## src/rtl/logic_unit_n.sv

```systemverilog
// Multi-cycle logic unit: one-cycle bitwise ops, rotates stepped one bit per cycle.
// Optional registered Zero flag is enabled by defining LOGIC_ZERO_FLAG_EN.
module logic_unit_n #(
    parameter int WIDTH = 8
) (
    input  logic             Clk,
    input  logic             Rst,
    input  logic             InValid,
    output logic             InReady,
    input  logic [WIDTH-1:0] A,
    input  logic [WIDTH-1:0] B,
    input  logic [2:0]       AluOp,
    output logic             OutValid,
    input  logic             OutReady,
    output logic [WIDTH-1:0] Result
`ifdef LOGIC_ZERO_FLAG_EN
    ,
    output logic             Zero
`endif
);

    localparam int SHW = $clog2(WIDTH);

    typedef enum logic [1:0] {
        IDLE = 2'd0,
        ROT  = 2'd1,
        HOLD = 2'd2
    } state_t;

    localparam logic [2:0] OP_NOT  = 3'b000;
    localparam logic [2:0] OP_AND  = 3'b001;
    localparam logic [2:0] OP_OR   = 3'b010;
    localparam logic [2:0] OP_NAND = 3'b011;
    localparam logic [2:0] OP_ROL  = 3'b100;
    localparam logic [2:0] OP_ROR  = 3'b101;
    localparam logic [2:0] OP_XOR  = 3'b110;
    localparam logic [2:0] OP_XNOR = 3'b111;

    state_t             state_reg, state_next;
    logic [WIDTH-1:0]   work_reg, work_next;
    logic [SHW-1:0]     cnt_reg, cnt_next;
    logic               dir_reg, dir_next;      // 0 = left, 1 = right
    logic [WIDTH-1:0]   result_reg, result_next;

    logic [WIDTH-1:0]   bit_res;
    logic [WIDTH-1:0]   rol_one;
    logic [WIDTH-1:0]   ror_one;
    logic [WIDTH-1:0]   step_res;
    logic [SHW-1:0]     rot_amt;
    logic               is_rot;

    assign rot_amt = B[SHW-1:0];
    assign is_rot  = (AluOp == OP_ROL) || (AluOp == OP_ROR);

    // Per-bit operation slice; rotate opcodes pass A so a zero-amount rotate completes here.
    genvar gi;
    generate
        for (gi = 0; gi < WIDTH; gi++) begin : g_bitop
            always_comb begin
                bit_res[gi] = 1'b0;
                case (AluOp)
                    OP_NOT:  bit_res[gi] = ~A[gi];
                    OP_AND:  bit_res[gi] = A[gi] & B[gi];
                    OP_OR:   bit_res[gi] = A[gi] | B[gi];
                    OP_NAND: bit_res[gi] = ~(A[gi] & B[gi]);
                    OP_ROL:  bit_res[gi] = A[gi];
                    OP_ROR:  bit_res[gi] = A[gi];
                    OP_XOR:  bit_res[gi] = A[gi] ^ B[gi];
                    OP_XNOR: bit_res[gi] = ~(A[gi] ^ B[gi]);
                    default: bit_res[gi] = 1'b0;
                endcase
            end
        end
    endgenerate

    // Single-bit rotate of the working register, wrapping MSB<->LSB.
    generate
        for (gi = 0; gi < WIDTH; gi++) begin : g_rot
            assign rol_one[gi] = work_reg[(gi + WIDTH - 1) % WIDTH];
            assign ror_one[gi] = work_reg[(gi + 1) % WIDTH];
        end
    endgenerate

    assign step_res = dir_reg ? ror_one : rol_one;

    always_comb begin
        state_next  = state_reg;
        work_next   = work_reg;
        cnt_next    = cnt_reg;
        dir_next    = dir_reg;
        result_next = result_reg;
        case (state_reg)
            IDLE: begin
                if (InValid) begin
                    if (is_rot && (rot_amt != '0)) begin
                        work_next  = A;
                        cnt_next   = rot_amt;
                        dir_next   = (AluOp == OP_ROR);
                        state_next = ROT;
                    end else begin
                        result_next = bit_res;
                        state_next  = HOLD;
                    end
                end
            end
            ROT: begin
                work_next = step_res;
                cnt_next  = cnt_reg - SHW'(1);
                // Last rotation publishes directly so Result never shows partial values.
                if (cnt_reg == SHW'(1)) begin
                    result_next = step_res;
                    state_next  = HOLD;
                end
            end
            HOLD: begin
                if (OutReady) begin
                    state_next = IDLE;
                end
            end
            default: begin
                state_next = IDLE;
            end
        endcase
    end

    always_ff @(posedge Clk) begin
        if (Rst) begin
            state_reg  <= IDLE;
            work_reg   <= '0;
            cnt_reg    <= '0;
            dir_reg    <= 1'b0;
            result_reg <= '0;
        end else begin
            state_reg  <= state_next;
            work_reg   <= work_next;
            cnt_reg    <= cnt_next;
            dir_reg    <= dir_next;
            result_reg <= result_next;
        end
    end

`ifdef LOGIC_ZERO_FLAG_EN
    logic zero_reg;

    always_ff @(posedge Clk) begin
        if (Rst) begin
            zero_reg <= 1'b1;
        end else begin
            zero_reg <= (result_next == '0);
        end
    end

    assign Zero = zero_reg;
`endif

    assign InReady  = (state_reg == IDLE);
    assign OutValid = (state_reg == HOLD);
    assign Result   = result_reg;

endmodule

```

## config.mk

```make
export PLATFORM = sky130hd
export DESIGN_NAME = logic_unit_n
export DESIGN_NICKNAME = d
export VERILOG_FILES = /design/src/rtl/logic_unit_n.sv
export SDC_FILE = /design/constraint.sdc
export NUM_CORES = 1
export LEC_CHECK = 0
export BUFFER_PORTS_ARGS = -buffer_cell sky130_fd_sc_hd__buf_2
export CAP_MARGIN = 10
export CORE_MARGIN = 5
export CORE_UTILIZATION = 55
export CTS_BUF_LIST = sky130_fd_sc_hd__clkbuf_4
export CTS_CLUSTER_SIZE = 16
export DETAILED_ROUTE_END_ITERATION = 10
export PLACE_DENSITY = 0.79
export SYNTH_ARGS = -nofsm -noshare
export SYNTH_HDL_FRONTEND = slang
export SYNTH_SLANG_ARGS = --single-unit
```

## constraint.sdc

```tcl
create_clock -name Clk -period 4 [get_ports Clk]
set_input_delay 1.2 -clock Clk [delete_from_list [all_inputs] [get_ports Clk]]
set_output_delay 1.2 -clock Clk [all_outputs]
set_load 0.005 [all_outputs]
```

==> summary.md <==
| Metric | Value |
|---|---|
| FMAX | `408 MHz` |
| Crit. End Element | `register` |
| Clk sinks | `22` |
| WP buf/inv | `1` |
| Vias | `between 1500 and 2000` |
| Slew Viols, Final | `0` |
| Wire per inst | `14.9 um` |
| Worst path max stage delay | `between 400 and 500 ps` |
| Hold depth | `1` |
| Post-Syn Area | `1880 um2` |
| Top FF cell, synth | `dfxtp_1` |
| GPL Wtd Cong | `about 0.86` |
| Layout cells sized above 1 | `17.8%` |
| Slew margin rel. | `between 60% and 70%` |
| Post-CTS setup buffer count | `0` |
| Global route overflow | `0` |
| Core area | `3340 um2` |
| Post-Route WL | `4540 um` |
| Setup tns final | `0 ps` |
| Num CTS Buffers | `3` |
| Critical path's top delay family | `compound AO/OA/AOI/OAI gates` |
| Worst hold slack | `465 ps` |
| Vias per std cell | `roughly 5.7` |
| Max-Cap Viols | `0` |
| Crit path launch type | `primary input` |
| Top-area cell type share of the netlist area | `between 20% and 30%` |
| Reg clk slew, reported paths | `roughly 120 ps` |
| Crit. path cell count | `6` |
| First-pass GRT wire length | `7290 um` |
| Critical Path AT | `2670 ps` |
| Yosys cell types | `45` |
| Post_cts resized | `0` |
| Synth top area cells | `dfxtp_1, ha_1, mux2i_1` |
| Detailed Route Iter0 Violations | `152` |
| Fin crit period | `between 2000 and 2500 ps` |
| Post-synth EDFFs | `0` |
| Req. time, crit path | `~4200 ps` |
| Port Buffers | `32` |
| Ports | `33` |
| Chip width | `68.5 um` |
| Syn. warnings | `0` |
| Worst-path maximum fanout | `25` |
| ANT cells | `0` |
| Initial Util | `56.5%` |
| Initial antenna violation count | `0` |
| Root Driver | `clkbuf_4` |
| Power Density | `253 nW/um2` |
| Seq cells post-synth | `22` |
| Area leader, netlist | `dfxtp_1` |
| Filler instances | `between 300 and 400` |
| Commonest non-fill, non-tap cells in the layout | `buf_2, nor2_1, dfxtp_1` |
| Peak VDD IR | `0.148 mV` |
| Total iterations of the first detailed-routing run | `4` |
| Clk Latency, worst-skew pair | `310 ps` |
| Cell leakage power | `just over 0.9 nW` |
| Antenna-violating nets left | `0` |
| Clock Tree Buf Depth | `2` |
| # rows | `21` |
| Final hold violations | `0` |
| P&R area growth vs syn | `8.77%` |
| Final HPWL DP | `3440 um` |
| Net Count, Synth | `277` |
| H-tree levels | `1` |
| Slew @ Worst Pin | `569 ps` |
| Worst-path cell chain | `buf_2 > nand2_1 > a21boi_0 > mux4_2 > a21oi_1 > a21bo_1` |
| Sequential area share after synthesis | `23.4%` |
| Synth Instances | `236` |
| Avg Inst Size Synth | `7.98 um2` |
| Slowest CP cell | `mux4_2` |
| RSZ-0062 raised after global routing | `false` |
| Most common cell after layout, fill and taps aside | `buf_2` |
| R2r worst-path depth | `5` |
| Vias in the first global route | `1575` |
| DR DRC count | `0` |
| CTS Hold Buffers Added | `0` |
| Final period utilization | `61.3%` |
| Die Y | `68.5 um` |
| Final setup fails | `0` |
| CTS tree | `built` |
| Synth async-reset ratio | `0%` |
| Nets | `301` |
| Die area | `4700 um2` |
| Clock Skew | `3.04 ps` |
| Pin count of the biggest net entering global routing | `27` |
| Kind of critical path | `in -> reg` |
| Status | `finished clean` |
| GR Util All Layers | `between 20% and 30%` |
| Min-Delay Path Class | `reg -> reg` |
==> where the power goes <==
part | total, mW | leakage (nW) | switching, mW | internal, mW
combinational | 0.164 | 0.718 | 0.0899 | 0.0745
clock | 0.104 | 0.0138 | 0.0688 | 0.0353
sequential | 0.249 | 0.180 | 0.0135 | 0.236
==> synth_stat cells (all sizes together) (2+ instances only) <==
library cell	count
a211oi	2
a21bo	2
a21boi	3
a21oi	13
a221oi	5
a22oi	3
a32o	4
and2b	3
buf	7
clkbuf	6
dfxtp	22
ha	18
inv	21
mux2i	16
mux4	3
nand2	22
nand2b	4
nand3	4
nor2	26
nor2b	2
nor3	11
o21ai	16
xnor2	2
xor2	7
==> stage by stage <==
step	area, um2	utilization, %	total power [mW]	cells	setup WS [ps]
after global placement	2030	60.7	0.413	301	1250
after global routing	2050	61.4	0.549	304	1430
after CTS	2050	61.4	0.518	304	1560
after detailed placement	2030	60.7	0.417	301	1230
after floorplan	1880	-	0.369	236	1470
final	2050	61.4	0.518	304	1550
==> per-layer routing <==
metal	vias up	track usage, %	part of all wire [%]	wire length, um
met4	0	4.47	0.75	34
met1	823	27.7	46	2080
met3	4	2.43	4.9	224
met5	-	0	0	0
met2	48	34.2	48	2200
li1	868	-	-	-
==> cells by family after synthesis <==
family | after synthesis | share of synthesized area [%]
AO/OA/AOI/OAI | 57 | 20.5
XOR/XNOR | 9 | 4.18
adder cells (fa/ha/maj) | 18 | 12.0
buffers and inverters | 34 | 8.17
flip-flops | 22 | 23.4
multiplexers | 19 | 12.1
AND/OR/NAND/NOR | 77 | 19.7
==> layout make-up <==
class                   instances  area (um2)  share of cell area, %
multi-input cells             180        1290                   62.9
flip-flops and latches         22         440                   21.5
repair buffers                 32         160                   7.81
inverters                      21        78.8                   3.85
well taps                      46        57.6                   2.81
clock buffers                   3        22.5                   1.10
==> final timing paths <==
kind | start | slack [ps] | end
max | AluOp[0] | 1550 | Result[5]$_SDFFE_PP0P_
min | Result[5]$_SDFFE_PP0P_ | 470 | Result[5]$_SDFFE_PP0P_
max reg2reg | state_reg[1]$_SDFFE_PP0P_ | 2040 | Result[7]$_SDFFE_PP0P_
min reg2reg | Result[5]$_SDFFE_PP0P_ | 470 | Result[5]$_SDFFE_PP0P_
No activity file was read; power rests on OpenSTA's default activity.
